File: config.mk
export PLATFORM = sky130hd
export DESIGN_NAME = vga_write_arbiter
export DESIGN_NICKNAME = d
export VERILOG_FILES = /design/src/rtl/vga_write_arbiter.sv
export SDC_FILE = /design/constraint.sdc
export NUM_CORES = 1
export LEC_CHECK = 0
export BUFFER_PORTS_ARGS = -buffer_cell sky130_fd_sc_hd__buf_4
export CORE_ASPECT_RATIO = 0.6
export CORE_MARGIN = 8
export CORE_UTILIZATION = 30
export DETAILED_ROUTE_END_ITERATION = 10
export GPL_ROUTABILITY_DRIVEN = 0
export SYNTH_ARGS = -nofsm -noshare
export SYNTH_HDL_FRONTEND = slang
export SYNTH_SLANG_ARGS = --single-unit
File: constraint.sdc
create_clock -name clk -period 4.1 [get_ports clk]
set_clock_uncertainty 0.05 [all_clocks]
set_input_delay 0.615 -clock clk [delete_from_list [all_inputs] [get_ports clk]]
set_output_delay 0.615 -clock clk [all_outputs]
set_load 0.01 [all_outputs]
File: src/rtl/vga_write_arbiter.sv
// vga_write_arbiter
//   Owns the frame buffer write port and shares it between a host pixel
//   stream (valid/ready) and a rectangle-fill engine. In tear-free mode,
//   writes are only issued while blank is high. Row addresses are built by
//   repeated addition of fb_width, so no multiplier is needed.
//
// Ports
//   clk, srst               clock, asynchronous active-high reset
//   fb_width                row stride used by the fill engine
//   tear_free, blank        write gating (allow = !tear_free || blank)
//   host_valid/ready/pos/pixel  host pixel stream
//   fill_start/x/y/w/h/color    fill command
//   fill_busy, fill_done    fill engine status (done is a 1-cycle pulse)
//   wr_en, write_pos, pixel registered frame buffer write port
module vga_write_arbiter #(
    parameter int BUF_WIDTH  = 640,
    parameter int BUF_HEIGHT = 480,
    parameter int BUF_PIXELS = BUF_WIDTH * BUF_HEIGHT
) (
    input  logic        clk,
    input  logic        srst,
    input  logic [9:0]  fb_width,
    input  logic        tear_free,
    input  logic        blank,
    input  logic        host_valid,
    output logic        host_ready,
    input  logic [20:0] host_pos,
    input  logic [2:0]  host_pixel,
    input  logic        fill_start,
    input  logic [9:0]  fill_x,
    input  logic [9:0]  fill_y,
    input  logic [10:0] fill_w,
    input  logic [10:0] fill_h,
    input  logic [2:0]  fill_color,
    output logic        fill_busy,
    output logic        fill_done,
    output logic        wr_en,
    output logic [20:0] write_pos,
    output logic [2:0]  pixel
);

    localparam logic [20:0] LIMIT = 21'(BUF_PIXELS);

    typedef enum logic [1:0] {ST_IDLE, ST_SETUP, ST_FILL, ST_DONE} state_t;
    typedef enum logic {LG_HOST, LG_FILL} grant_t;

    state_t      state_q;
    grant_t      last_grant_q;
    logic [9:0]  x_q;
    logic [10:0] w_q;
    logic [10:0] h_q;
    logic [2:0]  color_q;
    logic [20:0] row_base_q;
    logic [9:0]  cnt_q;
    logic [10:0] col_q;
    logic [10:0] row_q;
    logic        fill_busy_q;
    logic        fill_done_q;
    logic        wr_en_q;
    logic [20:0] write_pos_q;
    logic [2:0]  pixel_q;

    logic        allow;
    logic        host_req;
    logic        fill_req;
    logic        grant_host;
    logic        grant_fill;
    logic [20:0] fill_addr;
    logic [20:0] grant_addr;
    logic [2:0]  grant_pixel;
    logic [20:0] stride;

    assign stride = {11'd0, fb_width};

    always_comb begin
        allow      = !tear_free || blank;
        // host_ready must read 0 while reset is held, hence the srst term
        host_req   = host_valid && allow && !srst;
        fill_req   = (state_q == ST_FILL) && allow;
        // on a tie the requester that did not win last time is served
        grant_host = host_req && (!fill_req || (last_grant_q == LG_FILL));
        grant_fill = fill_req && !grant_host;
        fill_addr  = row_base_q + {11'd0, x_q} + {10'd0, col_q};
        grant_addr = grant_host ? host_pos : fill_addr;
        grant_pixel = grant_host ? host_pixel : color_q;
    end

    assign host_ready = grant_host;

    always_ff @(posedge clk or posedge srst) begin
        if (srst) begin
            state_q      <= ST_IDLE;
            last_grant_q <= LG_FILL;
            x_q          <= '0;
            w_q          <= '0;
            h_q          <= '0;
            color_q      <= '0;
            row_base_q   <= '0;
            cnt_q        <= '0;
            col_q        <= '0;
            row_q        <= '0;
            fill_busy_q  <= 1'b0;
            fill_done_q  <= 1'b0;
            wr_en_q      <= 1'b0;
            write_pos_q  <= '0;
            pixel_q      <= '0;
        end else begin
            fill_done_q <= 1'b0;
            wr_en_q     <= 1'b0;

            if (grant_host) last_grant_q <= LG_HOST;
            if (grant_fill) last_grant_q <= LG_FILL;

            // out-of-range grants still count (ack / advance) but never write
            if ((grant_host || grant_fill) && (grant_addr < LIMIT)) begin
                wr_en_q     <= 1'b1;
                write_pos_q <= grant_addr;
                pixel_q     <= grant_pixel;
            end

            case (state_q)
                ST_IDLE: begin
                    if (fill_start) begin
                        x_q         <= fill_x;
                        w_q         <= fill_w;
                        h_q         <= fill_h;
                        color_q     <= fill_color;
                        fill_busy_q <= 1'b1;
                        if ((fill_w == 11'd0) || (fill_h == 11'd0)) begin
                            state_q <= ST_DONE;
                        end else begin
                            row_base_q <= '0;
                            cnt_q      <= fill_y;
                            state_q    <= ST_SETUP;
                        end
                    end
                end
                ST_SETUP: begin
                    // row_base = fill_y * fb_width, one addition per cycle
                    if (cnt_q == 10'd0) begin
                        col_q   <= '0;
                        row_q   <= '0;
                        state_q <= ST_FILL;
                    end else begin
                        row_base_q <= row_base_q + stride;
                        cnt_q      <= cnt_q - 10'd1;
                    end
                end
                ST_FILL: begin
                    if (grant_fill) begin
                        if (col_q == w_q - 11'd1) begin
                            col_q      <= '0;
                            row_q      <= row_q + 11'd1;
                            row_base_q <= row_base_q + stride;
                            if (row_q == h_q - 11'd1) state_q <= ST_DONE;
                        end else begin
                            col_q <= col_q + 11'd1;
                        end
                    end
                end
                ST_DONE: begin
                    fill_done_q <= 1'b1;
                    fill_busy_q <= 1'b0;
                    state_q     <= ST_IDLE;
                end
                default: state_q <= ST_IDLE;
            endcase
        end
    end

    assign fill_busy = fill_busy_q;
    assign fill_done = fill_done_q;
    assign wr_en     = wr_en_q;
    assign write_pos = write_pos_q;
    assign pixel     = pixel_q;

endmodule

== Yosys cells after proc, flatten, opt, wreduce, memory -nomap -nowiden ==
Cells that the tools add are included.
Cells by class
  reductions and logical operators: 30
  equality and inequality tests: 12
  add/subtract/negate cells: 8
  $lt $le $gt $ge: 1
  multiplexer cells: 32
Operators by type and width (number)
  21-bit 2-to-1 mux: 6
  21-bit case mux with 3 select lines: 1
  11-bit 2-to-1 mux: 5
  11-bit case mux with 2 select lines: 2
  21-bit by 10-bit adder with 21-bit output: 2
  10-bit 2-to-1 mux: 3
  11-bit by 1-bit adder with 11-bit output, second input constant: 2
  11-bit equality test: 2
  11-bit logical NOT: 2
  11-bit by 1-bit subtractor with 11-bit output, second input constant: 2
  21-bit by 11-bit adder with 21-bit output: 1
  21-bit by 19-bit < comparator with 1-bit output, second input constant: 1
  10-bit case mux with 2 select lines: 1
  2-bit 2-to-1 mux: 6
  10-bit logical NOT: 1
  2-bit != test, second input constant: 5
  10-bit by 1-bit subtractor with 10-bit output, second input constant: 1
  2-bit case mux with 4 select lines: 1
  4-bit AND reduction: 2
  2-bit nonzero test: 4
  1-bit logical AND: 6
  6-bit AND reduction: 1
  1-bit 2-to-1 mux: 5
  5-bit AND reduction: 1
  11 further kinds: 20
Storage, ports and cells
  input port bits: 85
  bits in registers: 118
  output and inout port bits: 28
  logic and storage cells: 98

== Logic depth before layout (Yosys ltp) ==
  depth in word-level cells: 11
  mapped depth: 16
  mapped depth without buffers: 15

== Worst setup path before layout ==
No wires, ideal clock.
  path kind: flip-flop to flip-flop
  start: register row_base_q[1]
  end: register write_pos_q[10], in the netlist write_pos[10]
  arrival: 3.642 ns
  setup time: 0.125 ns
  data required time: 3.925 ns
  buffers on the path: 1
  path slack: 0.282 ns
  cell stages (with the launch flop): 15
  period minus slack after synthesis: 3.818 ns
  path through: dfrtp_1 -> fa_1 -> ha_1 -> inv_1 -> fa_1 -> nor2b_1 -> o2111ai_1 -> a21oi_1 -> o21a_1 -> o2111ai_1 -> a211o_1 -> a31o_1 -> a21oi_4 -> buf_12 -> mux2_4
Between the ends
  word-level cells in the longest chain between the ends: 5
RTL lines
  start: declaration: line 53  | logic [20:0] row_base_q;
  start signal: assignment: line 145  | row_base_q <= row_base_q + stride;
  start signal: assignment: line 154  | row_base_q <= row_base_q + stride;
  21-bit by 10-bit adder with 21-bit output *: line 83  | fill_addr = row_base_q + {11'd0, x_q} + {10'd0, col_q};
  21-bit by 11-bit adder with 21-bit output *: line 83
  21-bit 2-to-1 mux *: line 84  | grant_addr = grant_host ? host_pos : fill_addr;
  21-bit by 19-bit < comparator with 1-bit output: line 115  | if ((grant_host || grant_fill) && (grant_addr < LIMIT)) begin
  1-bit logical AND: line 115
  end signal: assignment: line 117  | write_pos_q <= grant_addr;
  end: declaration: line 60  | logic [20:0] write_pos_q;
Every way passes the cells marked *; elsewhere a longest branch is shown, timed or not.
A chain may end at the register's enable or synchronous reset.

== Final worst setup path ==
  start: register x_q[2]
  end: register write_pos_q[8], in the netlist write_pos[8]
Between the ends
  word-level cells in the longest chain between the ends: 5
RTL lines
  start: declaration: line 49  | logic [9:0] x_q;
  start signal: assignment: line 124  | x_q <= fill_x;
  21-bit by 10-bit adder with 21-bit output *: line 83
  21-bit by 11-bit adder with 21-bit output *: line 83
  21-bit 2-to-1 mux *: line 84
  21-bit by 19-bit < comparator with 1-bit output: line 115
  1-bit logical AND: line 115
Marks and branches as above.

==> metrics <==
Starting Density between 30% and 40%; RSZ-0062 raised after global routing true; Final Power 0.00721 W; Core Rows 45; reg2reg setup slack around 0.055 ns; share of layout cells above drive strength 1 about 27%; ranking of synthesized cells by area dfrtp_1, mux2_2, ha_1; Most used DFF post-synth dfrtp_1; Overflow after GRT 0; crit path max fanout 6; actual slew at the worst max-slew pin 0.890 ns; synth warn 0; Layout Nets about 1.1k; Buf+Inv Stages, Crit Path 2; commonest cells after routing, fill and taps aside buf_4, dfrtp_1, nand2_1; Post-synth EDFFs 0; max-cap violation count 0; Fin Hold WS 0.290 ns; crit path launch type flop; Crit. path cell count 13; largest net degree at the start of global routing 63; Top cell by count, worst path a211o_1; final setup violation count 0; worst-case clock buffer depth 2; R2R Path End write_pos[8]; synthesized area between 7000 and 8000 um^2; Yosys cell types 74; Seq/Total Area, Yosys around two fifths; most common cell after layout, fill and taps aside buf_4; Tightest Hold Check Type input pin to async pin; DR pass1 iterations 5; synthesized netlist cell count about 820; fin crit share between 90% and 100%; Die Area 31400 um^2; Worst path max stage delay around 0.57 ns; VDD IR-drop max 0.314 mV; WP data arrival around 4.3 ns; initial antenna violation count 0; Required @ worst endpoint between 4 and 5 ns; Residual DRC 0; Lkg Pwr about 4.4 nW; Final Max Tran Viols 0; first-pass GRT wire length between 30000 and 40000 um; max_slew headroom around two fifths; Core ar. ~25000 um^2; Total GRT Usage about 14%; Yosys top cell area share between 30% and 40%; drt initial violations 570; final hold vios 0; fin area around 9800 um^2; Syn Nets 943; htree depth 4; CP delay by family, top compound AO/OA/AOI/OAI gates; height of the die roughly 140 um; Setup CP Type flop to flop; #FFs+latches synth roughly 120; Crit. Startpoint x_q[2]; clk_lat worst skew between 0.4 and 0.5 ns; IO Pins ~110; crit path capture type flop; Root Driver clkbuf_16; Inserted Diodes 0; IO Port Bufs 112; Final Core Density approximately two fifths; Filler cells between 2k and 3k; TritonCTS clock tree yes; final wirelength around 23000 um; DP HPWL between 15000 and 20000 um; Critical Path Sink write_pos[8]; vias in the first global route between 6k and 7k; leading area contributor after synthesis dfrtp_1; crit-path cells fa_1 -> ha_1 -> a211o_1 -> a2111oi_4 -> o21ai_2 -> o211ai_2 -> xnor2_1 -> a211o_1 -> a31o_1 -> a21oi_4 -> clkbuf_16 -> buf_6 -> mux2_4; dpl cell area 9050 um^2; CTS Sinks between 100 and 150; area added between synthesis and finish 26.6%; ANT nets after route 0; Power Dens Cells roughly 740 nW/um^2; routed vias/inst about 5.1; asr flop ratio synth between 90% and 100%; min Tclk post-route ~4.0 ns; detailed-route via count around 6.6k; f_max around 250 MHz; Worst R2R Path Depth 13; outcome finished clean; DIE WIDTH approximately 220 um; crit path max-delay cell type fa_1; clock slew at reported path FFs about 0.060 ns; CTS Buf Count 17; syn avg cell area between 9 and 10 um^2; reg2reg start x_q[2]; Avg WL per Cell approximately 18 um
## per-stage QoR
step,setup TNS (ns),cells,setup WS [ns]
5_1_grt,-0.576,1289,-0.0642
3_3_place_gp,0,1248,0.168
3_5_place_dp,0,1248,0.0475
2_1_floorplan,0,815,0.282
4_1_cts,0,1280,0.00563
6_report,0,1289,0.0550
## synth_stat cells, types with 6 or more instances
cell	instances
a31oi_1	7
o31ai_1	15
clkbuf_1	23
mux2_2	41
o21ai_1	6
xor2_1	39
o21a_1	9
or3_1	11
a21o_1	8
nand3_1	26
a21oi_1	44
nor2b_1	9
nand2b_1	10
o21ai_0	66
and3_1	8
fa_1	12
nor4_1	11
dfrtp_1	117
nor2_1	47
nand2_1	84
nand4_1	12
mux2_4	15
ha_1	31
nor3_1	20
xnor2_1	23
inv_1	40
## final cells by class
class                   instances  area, um^2  share of cell area [%]
inverters                      41         156                    1.59
well taps                     329         412                    4.19
clock inverters                13         181                    1.85
flip-flops and latches        118        2960                    30.1
multi-input cells             626        4530                    46.1
repair buffers                143        1150                    11.7
clock buffers                  19         433                    4.41
## what timing repair did
item                       CTS  global route
gates resized for setup      0            16
hold buffers                 0             0
buffers inserted             0             7
setup endpoints to repair    0            18
## per-layer routing
| metal | up-vias | routed length, um | track usage [%] |
|---|---|---|---|
| li1 | 3190 | - | - |
| met1 | 3209 | 12000 | 21.7 |
| met2 | 185 | 9270 | 19.8 |
| met3 | 19 | 1250 | 3.50 |
| met4 | 0 | 202 | 3.28 |
| met5 | - | 0 | 0 |
## how the worst min path moves through the flow
stage | from | end
after CTS | srst | cnt_q[1]
after global routing | fill_x[8] | x_q[8]
final | srst | fill_done
after global placement | cnt_q[9] | cnt_q[9]
after detailed placement | write_pos[19] | write_pos[19]
after floorplan | cnt_q[9] | cnt_q[9]
## kinds of logic (layout without fill, tap and decap cells)
group           after synthesis  count (layout)  synth area share (%)
simple gates                258             258                  16.5
compound gates              203             203                  17.0
mux                          60              60                  9.38
flops                       118             118                  38.1
xor+xnor                     62              62                  7.00
buf+inv                      71             216                  3.92
fa+ha+maj                    43              43                  8.10
## power by group
group	internal, W	switching (W)
clock	0.00101	0.000568
sequential	0.00160	0.000398
combinational	0.00169	0.00195
total	0.00429	0.00292
## sequential cells by signal, summed over array words and instances (netlist names), 2 cells and up
name,count
row_base_q,21
write_pos,21
col_q,11
h_q,11
row_q,11
w_q,11
cnt_q,10
x_q,10
color_q,3
pixel,3
state_q,2
No activity file was read; power rests on OpenSTA's default activity.
